**src/rtl/ifetch_pkg.sv**
```systemverilog
// rtl/ifetch_pkg.sv - shared types and constants for the instruction-fetch sequencer
package ifetch_pkg;

    typedef enum logic [1:0] {
        S_IDLE  = 2'd0,
        S_WAIT  = 2'd1,
        S_DONE  = 2'd2,
        S_FAULT = 2'd3
    } state_e;

    localparam logic [1:0] FC_NONE    = 2'b00;
    localparam logic [1:0] FC_TIMEOUT = 2'b01;
    localparam logic [1:0] FC_BOUNDS  = 2'b10;

    localparam logic [31:0] TEXT_BASE_DEF  = 32'h0000_3000;
    localparam logic [31:0] TEXT_LIMIT_DEF = 32'h0000_4000;
    localparam logic [29:0] NPC_RESET      = 30'h0C00;

endpackage

```
**src/rtl/ifetch_unit_if.sv**
```systemverilog
// rtl/ifetch_unit_if.sv - instruction memory req/ack bus between fetch unit and memory
interface ifetch_unit_if;
    logic        req;
    logic [29:0] addr;
    logic        ack;
    logic [31:0] rdata;

    modport master (output req, output addr, input ack, input rdata);
    modport slave  (input req, input addr, output ack, output rdata);
endinterface

```
**src/rtl/ifetch_wdog.sv**
```systemverilog
// rtl/ifetch_wdog.sv - wait-state watchdog; expired fires on the TIMEOUT-th counted cycle, 0 disables
module ifetch_wdog #(
    parameter int unsigned TIMEOUT = 16
) (
    input  logic clk,
    input  logic rst,
    input  logic clear,
    input  logic count_en,
    output logic expired
);

    localparam int unsigned W = (TIMEOUT < 2) ? 1 : $clog2(TIMEOUT);

    generate
        if (TIMEOUT == 0) begin : g_off
            assign expired = 1'b0;
        end else begin : g_on
            logic [W-1:0] count_q;

            always_ff @(posedge clk) begin
                if (!rst || clear) begin
                    count_q <= '0;
                end else if (count_en) begin
                    count_q <= count_q + W'(1);
                end
            end

            // Combine with count_en so the cycle that would reach TIMEOUT is the one that fires
            assign expired = count_en && (count_q == W'(TIMEOUT - 1));
        end
    endgenerate

endmodule

```
**src/rtl/ifetch_unit.sv**
```systemverilog
// rtl/ifetch_unit.sv - instruction-fetch sequencer; optional text-segment check via IFETCH_BOUNDS_CHK_EN
module ifetch_unit
    import ifetch_pkg::*;
#(
    parameter int unsigned TIMEOUT = 16
`ifdef IFETCH_BOUNDS_CHK_EN
    ,
    parameter logic [31:0] TEXT_BASE  = TEXT_BASE_DEF,
    parameter logic [31:0] TEXT_LIMIT = TEXT_LIMIT_DEF
`endif
) (
    input  logic                 clk,
    input  logic                 rst,
    input  logic [29:0]          pc,
    input  logic                 fetch_start,
    input  logic                 fault_clr,
    ifetch_unit_if.master        imem,
    output logic [31:0]          ir,
    output logic [29:0]          npc,
    output logic                 pc_wr,
    output logic                 fetch_done,
    output logic                 busy,
    output logic                 fault,
    output logic [1:0]           fault_cause
);

    state_e      state_q;
    logic [29:0] pc_q;
    logic [29:0] imem_addr_q;
    logic        imem_req_q;
    logic [31:0] ir_q;
    logic [29:0] npc_q;
    logic        pc_wr_q;
    logic        fetch_done_q;
    logic [1:0]  fault_cause_q;
    logic        bounds_ok;
    logic        wdog_expired;

`ifdef IFETCH_BOUNDS_CHK_EN
    logic [31:0] pc_byte;
    assign pc_byte   = {pc, 2'b00};
    assign bounds_ok = (pc_byte >= TEXT_BASE) && (pc_byte < TEXT_LIMIT);
`else
    assign bounds_ok = 1'b1;
`endif

    ifetch_wdog #(.TIMEOUT(TIMEOUT)) u_wdog (
        .clk      (clk),
        .rst      (rst),
        .clear    (state_q != S_WAIT),
        .count_en ((state_q == S_WAIT) && !imem.ack),
        .expired  (wdog_expired)
    );

    always_ff @(posedge clk) begin
        if (!rst) begin
            state_q       <= S_IDLE;
            pc_q          <= '0;
            imem_addr_q   <= '0;
            imem_req_q    <= 1'b0;
            ir_q          <= 32'h0000_0000;
            npc_q         <= NPC_RESET;
            pc_wr_q       <= 1'b0;
            fetch_done_q  <= 1'b0;
            fault_cause_q <= FC_NONE;
        end else begin
            pc_wr_q      <= 1'b0;
            fetch_done_q <= 1'b0;
            case (state_q)
                S_IDLE: begin
                    if (fetch_start) begin
                        if (bounds_ok) begin
                            pc_q        <= pc;
                            imem_addr_q <= pc;
                            imem_req_q  <= 1'b1;
                            state_q     <= S_WAIT;
                        end else begin
                            fault_cause_q <= FC_BOUNDS;
                            state_q       <= S_FAULT;
                        end
                    end
                end
                S_WAIT: begin
                    // Ack has priority over a watchdog expiry in the same cycle
                    if (imem.ack) begin
                        ir_q         <= imem.rdata;
                        npc_q        <= pc_q + 30'd1;
                        imem_req_q   <= 1'b0;
                        pc_wr_q      <= 1'b1;
                        fetch_done_q <= 1'b1;
                        state_q      <= S_DONE;
                    end else if (wdog_expired) begin
                        imem_req_q    <= 1'b0;
                        fault_cause_q <= FC_TIMEOUT;
                        state_q       <= S_FAULT;
                    end
                end
                S_DONE: begin
                    state_q <= S_IDLE;
                end
                S_FAULT: begin
                    if (fault_clr) begin
                        fault_cause_q <= FC_NONE;
                        state_q       <= S_IDLE;
                    end
                end
                default: state_q <= S_IDLE;
            endcase
        end
    end

    assign imem.req    = imem_req_q;
    assign imem.addr   = imem_addr_q;
    assign ir          = ir_q;
    assign npc         = npc_q;
    assign pc_wr       = pc_wr_q;
    assign fetch_done  = fetch_done_q;
    assign busy        = (state_q == S_WAIT) || (state_q == S_DONE);
    assign fault       = (state_q == S_FAULT);
    assign fault_cause = fault_cause_q;

endmodule

```
**src/flat_wrapper.sv**
```systemverilog
// flat-port wrapper written by rule: the top's interface ports become plain ports
module ifetch_unit_flat import ifetch_pkg::*;
#(
    parameter int unsigned TIMEOUT = 16

)
  (clk, rst, pc, fetch_start, fault_clr, ir, npc, pc_wr, fetch_done, busy, fault, fault_cause, imem_req, imem_addr, imem_ack, imem_rdata);
  ifetch_unit_if imem_i ();
  input  logic clk;
  input  logic rst;
  input  logic [29:0] pc;
  input  logic fetch_start;
  input  logic fault_clr;
  output logic [31:0] ir;
  output logic [29:0] npc;
  output logic pc_wr;
  output logic fetch_done;
  output logic busy;
  output logic fault;
  output logic [1:0] fault_cause;
  output wire logic [$bits(imem_i.req)-1:0] imem_req;
  output wire logic [$bits(imem_i.addr)-1:0] imem_addr;
  input wire logic [$bits(imem_i.ack)-1:0] imem_ack;
  input wire logic [$bits(imem_i.rdata)-1:0] imem_rdata;
  assign imem_req = imem_i.req;
  assign imem_addr = imem_i.addr;
  assign imem_i.ack = imem_ack;
  assign imem_i.rdata = imem_rdata;
  ifetch_unit #(.TIMEOUT(TIMEOUT)) u_core (.clk(clk), .rst(rst), .pc(pc), .fetch_start(fetch_start), .fault_clr(fault_clr), .imem(imem_i), .ir(ir), .npc(npc), .pc_wr(pc_wr), .fetch_done(fetch_done), .busy(busy), .fault(fault), .fault_cause(fault_cause));
endmodule
```
**config.mk**
```make
export PLATFORM = sky130hd
export DESIGN_NAME = ifetch_unit_flat
export DESIGN_NICKNAME = d
export VERILOG_FILES = /design/src/rtl/ifetch_pkg.sv /design/src/rtl/ifetch_unit_if.sv /design/src/rtl/ifetch_wdog.sv /design/src/rtl/ifetch_unit.sv /design/src/flat_wrapper.sv
export SDC_FILE = /design/constraint.sdc
export NUM_CORES = 1
export LEC_CHECK = 0
export ABC_AREA = 0
export CORE_ASPECT_RATIO = 1.75
export CORE_MARGIN = 2
export CORE_UTILIZATION = 47
export CTS_CLUSTER_DIAMETER = 150
export DETAILED_ROUTE_END_ITERATION = 7
export MAX_ROUTING_LAYER = met4
export PLACE_DENSITY = 0.84
export REMOVE_ABC_BUFFERS = 1
export SETUP_SLACK_MARGIN = 0.1
export SYNTH_ARGS = -nofsm -noshare
export SYNTH_HDL_FRONTEND = slang
export SYNTH_SLANG_ARGS = --single-unit
```
**constraint.sdc**
```tcl
create_clock -name clk -period 4.58 [get_ports clk]
set_clock_uncertainty 0.2 [all_clocks]
set_input_delay 0.687 -clock clk [delete_from_list [all_inputs] [get_ports clk]]
set_output_delay 0.687 -clock clk [all_outputs]
set_load 0.05 [all_outputs]
```
==> run_results.csv <==
group,metric,value,unit
logic_synthesis,yosysSeqAreaShare,0.472,
sta,slew_viol_final,0,
detailed_routing,viasPerCell,5.44,
final_layout,final_cells,801,
logic_synthesis,syn_area,4290,µm²
sta,period_needed,2.76,ns
logic_synthesis,synthMuxAreaShare,0.00467,
final_layout,layout_commonest_cell,"clkdlybuf4s50_1",
grt,grt_max_degree,58,
place,gp_congestion,0.842,
floorplan,start_util,0.477,
logic_synthesis,synth_edf_count,0,
sta,hold_viol_final,0,
clock_network,clock_latency,0.34,ns
final_layout,register_area,2020,µm²
sta,final.period_utilization,0.602,
floorplan,die_x,76.2,µm
detailed_routing,routedWlPerCell,15.8,µm
logic_synthesis,ys_async_sr_fraction,0,
final_layout,final_cell_mix,"clkdlybuf4s50_1 (164), nand2_1 (139), dfxtp_1 (101), a21oi_1 (68), o21ai_0 (24)",
sta,tightest_slew,1.09,ns
grt,grt_pass1_wl,19700,µm
clock_network,cts_made_buffers,9,
place,io_buffers,164,
logic_synthesis,synth_top_family_by_area,"simple AND/OR/NAND/NOR gates",
hold_path,hp-class,"reg -> reg",
clock_network,cts_max_path_buffers,2,
final_layout,syn_to_final_growth,46.1,%
logic_synthesis,synthDistinctLibCells,48,
logic_synthesis,synth-simple-area-share,0.257,
clock_network,path_clk_slew,0.07,ns
detailed_routing,final_antenna_net_count,0,
grt,antenna_found_initial,0,
floorplan,core-area,8980,µm²
detailed_routing,drt-total-wl,12600,µm
logic_synthesis,synth_area_per_cell,8.01,µm²
setup_path,crit_type,"reg -> out",
final_layout,antenna_cells,0,
logic_synthesis,synthCells,535,
floorplan,die_area,9930,µm²
pwr,total_leakage_power,0.00218,µW
final_layout,fillerInstances,724,
hold_path,min_path_cells,2,
final_layout,multi_input_comb_area,2070,µm²
pwr,ir_drop,265,µV
logic_synthesis,synthXorXnorAreaFrac,0.0306,
setup_path,cp.arrival,1.87,ns
grt,track_usage,0.256,
floorplan,fp-row-count,46,
logic_synthesis,synth_seq_cells,101,
setup_path,end_kind,"output port",
clock_network,cts_root_buf,"clkbuf_16",
sta,clock.fmax,0.363,GHz
sta,tns,0,ns
clock_network,ctsHoldBuffers,0,
pwr,p_per_area,476,nW/µm²
run_status,status,"finished, final reports clean",
final_layout,nets,748,
final_layout,drive_above_1_share,0.0396,
grt,grt_pass1_vias,4132,
logic_synthesis,synthAdderAreaFrac,0.0146,
logic_synthesis,synth_flop_cell,"dfxtp_1",
clock_network,htree_num_levels,3,
clock_network,cts_tree,"built",
sta,slew_headroom,0.270,
place,place_inst,785,
setup_path,worst-r2r-cell-count,5,
detailed_routing,drt-initial-drc-count,234,
detailed_routing,firstDrtPassIters,5,
clock_network,post_cts_buffers,0,
sta,setup_viol_count_final,0,
sta,rsz0062_at_grt,"false",
detailed_routing,dr_total_vias,4354,
clock_network,cts.sinks,101,
setup_path,critPathMaxFanout,4,
setup_path,cp.required,3.69,ns
place,dp_hpwl,9160,µm
floorplan,io_pins,166,
grt,overflow,0,
clock_network,ctsResizeCount,0,
floorplan,die_y,130,µm
logic_synthesis,yosysWarningCount,0,
logic_synthesis,synth_compound_area_frac,0.173,
detailed_routing,drcViolationCount,0,
job,cap_violations,0,
setup_path,worstSetupStartpointType,"register",
metal layers:
layer	share of wire	up-vias	track usage	wire, µm
li1	-	2134	-	-
met1	0.37	2036	0.262	4660
met2	0.55	149	0.469	6960
met3	0.045	35	0.0367	564
met4	0.036	0	0.149	454
met5	0	-	-	0
area by class of cell:
type,instances,share of cell area
Multi-Input combinational cell,389,0.330
Sequential cell,101,0.323
Tap cell,120,0.0240
Clock buffer,10,0.0381
Clock inverter,6,0.0138
Timing Repair Buffer,169,0.268
Inverter,6,0.00359
state kept, by name, indices dropped and copies added (netlist names):
| signal | count |
|---|---|
| u_core.ir | 32 |
| u_core.imem.addr | 30 |
| u_core.npc | 30 |
| u_core.u_wdog.g_on.count_q | 4 |
| u_core.state_q | 2 |
| u_core.fault_cause | 1 |
| u_core.imem.req | 1 |
| u_core.pc_wr | 1 |
report_power, final:
group | switching, µW | total (µW) | internal, µW
registers | 111 | 1110 | 997
logic | 706 | 1060 | 355
clock network | 321 | 813 | 492
total | 1140 | 2980 | 1840
worst max-delay path, stage by stage, from the launching register on:
cell and delay, ns:
dfxtp_1 0.40, inv_1 0.07, ha_1 0.27, clkdlybuf4s50_1 0.79
cells by family after synthesis:
family / after synthesis
AO/OA/AOI/OAI: 129
XOR/XNOR: 15
adder cells (fa/ha/maj): 5
buffers and inverters: 45
flip-flops: 101
multiplexers: 2
other: 1
AND/OR/NAND/NOR: 237
synth_stat cells, types with 6 or more instances:
master | n | area share
a31oi_1 | 8 | 0.012
nand4_1 | 9 | 0.013
xor2_1 | 10 | 0.020
nor3_1 | 8 | 0.0093
or4_1 | 6 | 0.011
a211oi_1 | 9 | 0.016
clkbuf_1 | 28 | 0.025
dfxtp_1 | 101 | 0.47
nor2_1 | 22 | 0.019
a21oi_1 | 68 | 0.079
or3_1 | 7 | 0.010
nand2_1 | 139 | 0.12
nand3_1 | 18 | 0.021
o21ai_0 | 24 | 0.028
stage by stage:
step	hold slack (ns)	power, µW	setup WS, ns	cell area, µm²	util
floorplan	0.287	1790	1.78	4110	-
global placement	0.243	2160	1.64	5940	0.662
detailed placement	0.246	2190	1.56	5940	0.662
CTS	0.255	2990	1.81	6260	0.698
global route	0.267	3100	1.71	6260	0.698
finish	0.253	2980	1.82	6260	0.698
final timing paths:
path / start / end / slack [ns]
worst min register to register: u_core.ir[12] / u_core.ir[12] / 0.25
worst max-delay path: u_core.state_q[0] / busy / 1.82
worst min-delay path: u_core.ir[12] / u_core.ir[12] / 0.25
worst max register to register: u_core.imem.addr[0] / u_core.npc[20] / 1.93
No activity file was read; power rests on OpenSTA's default activity.
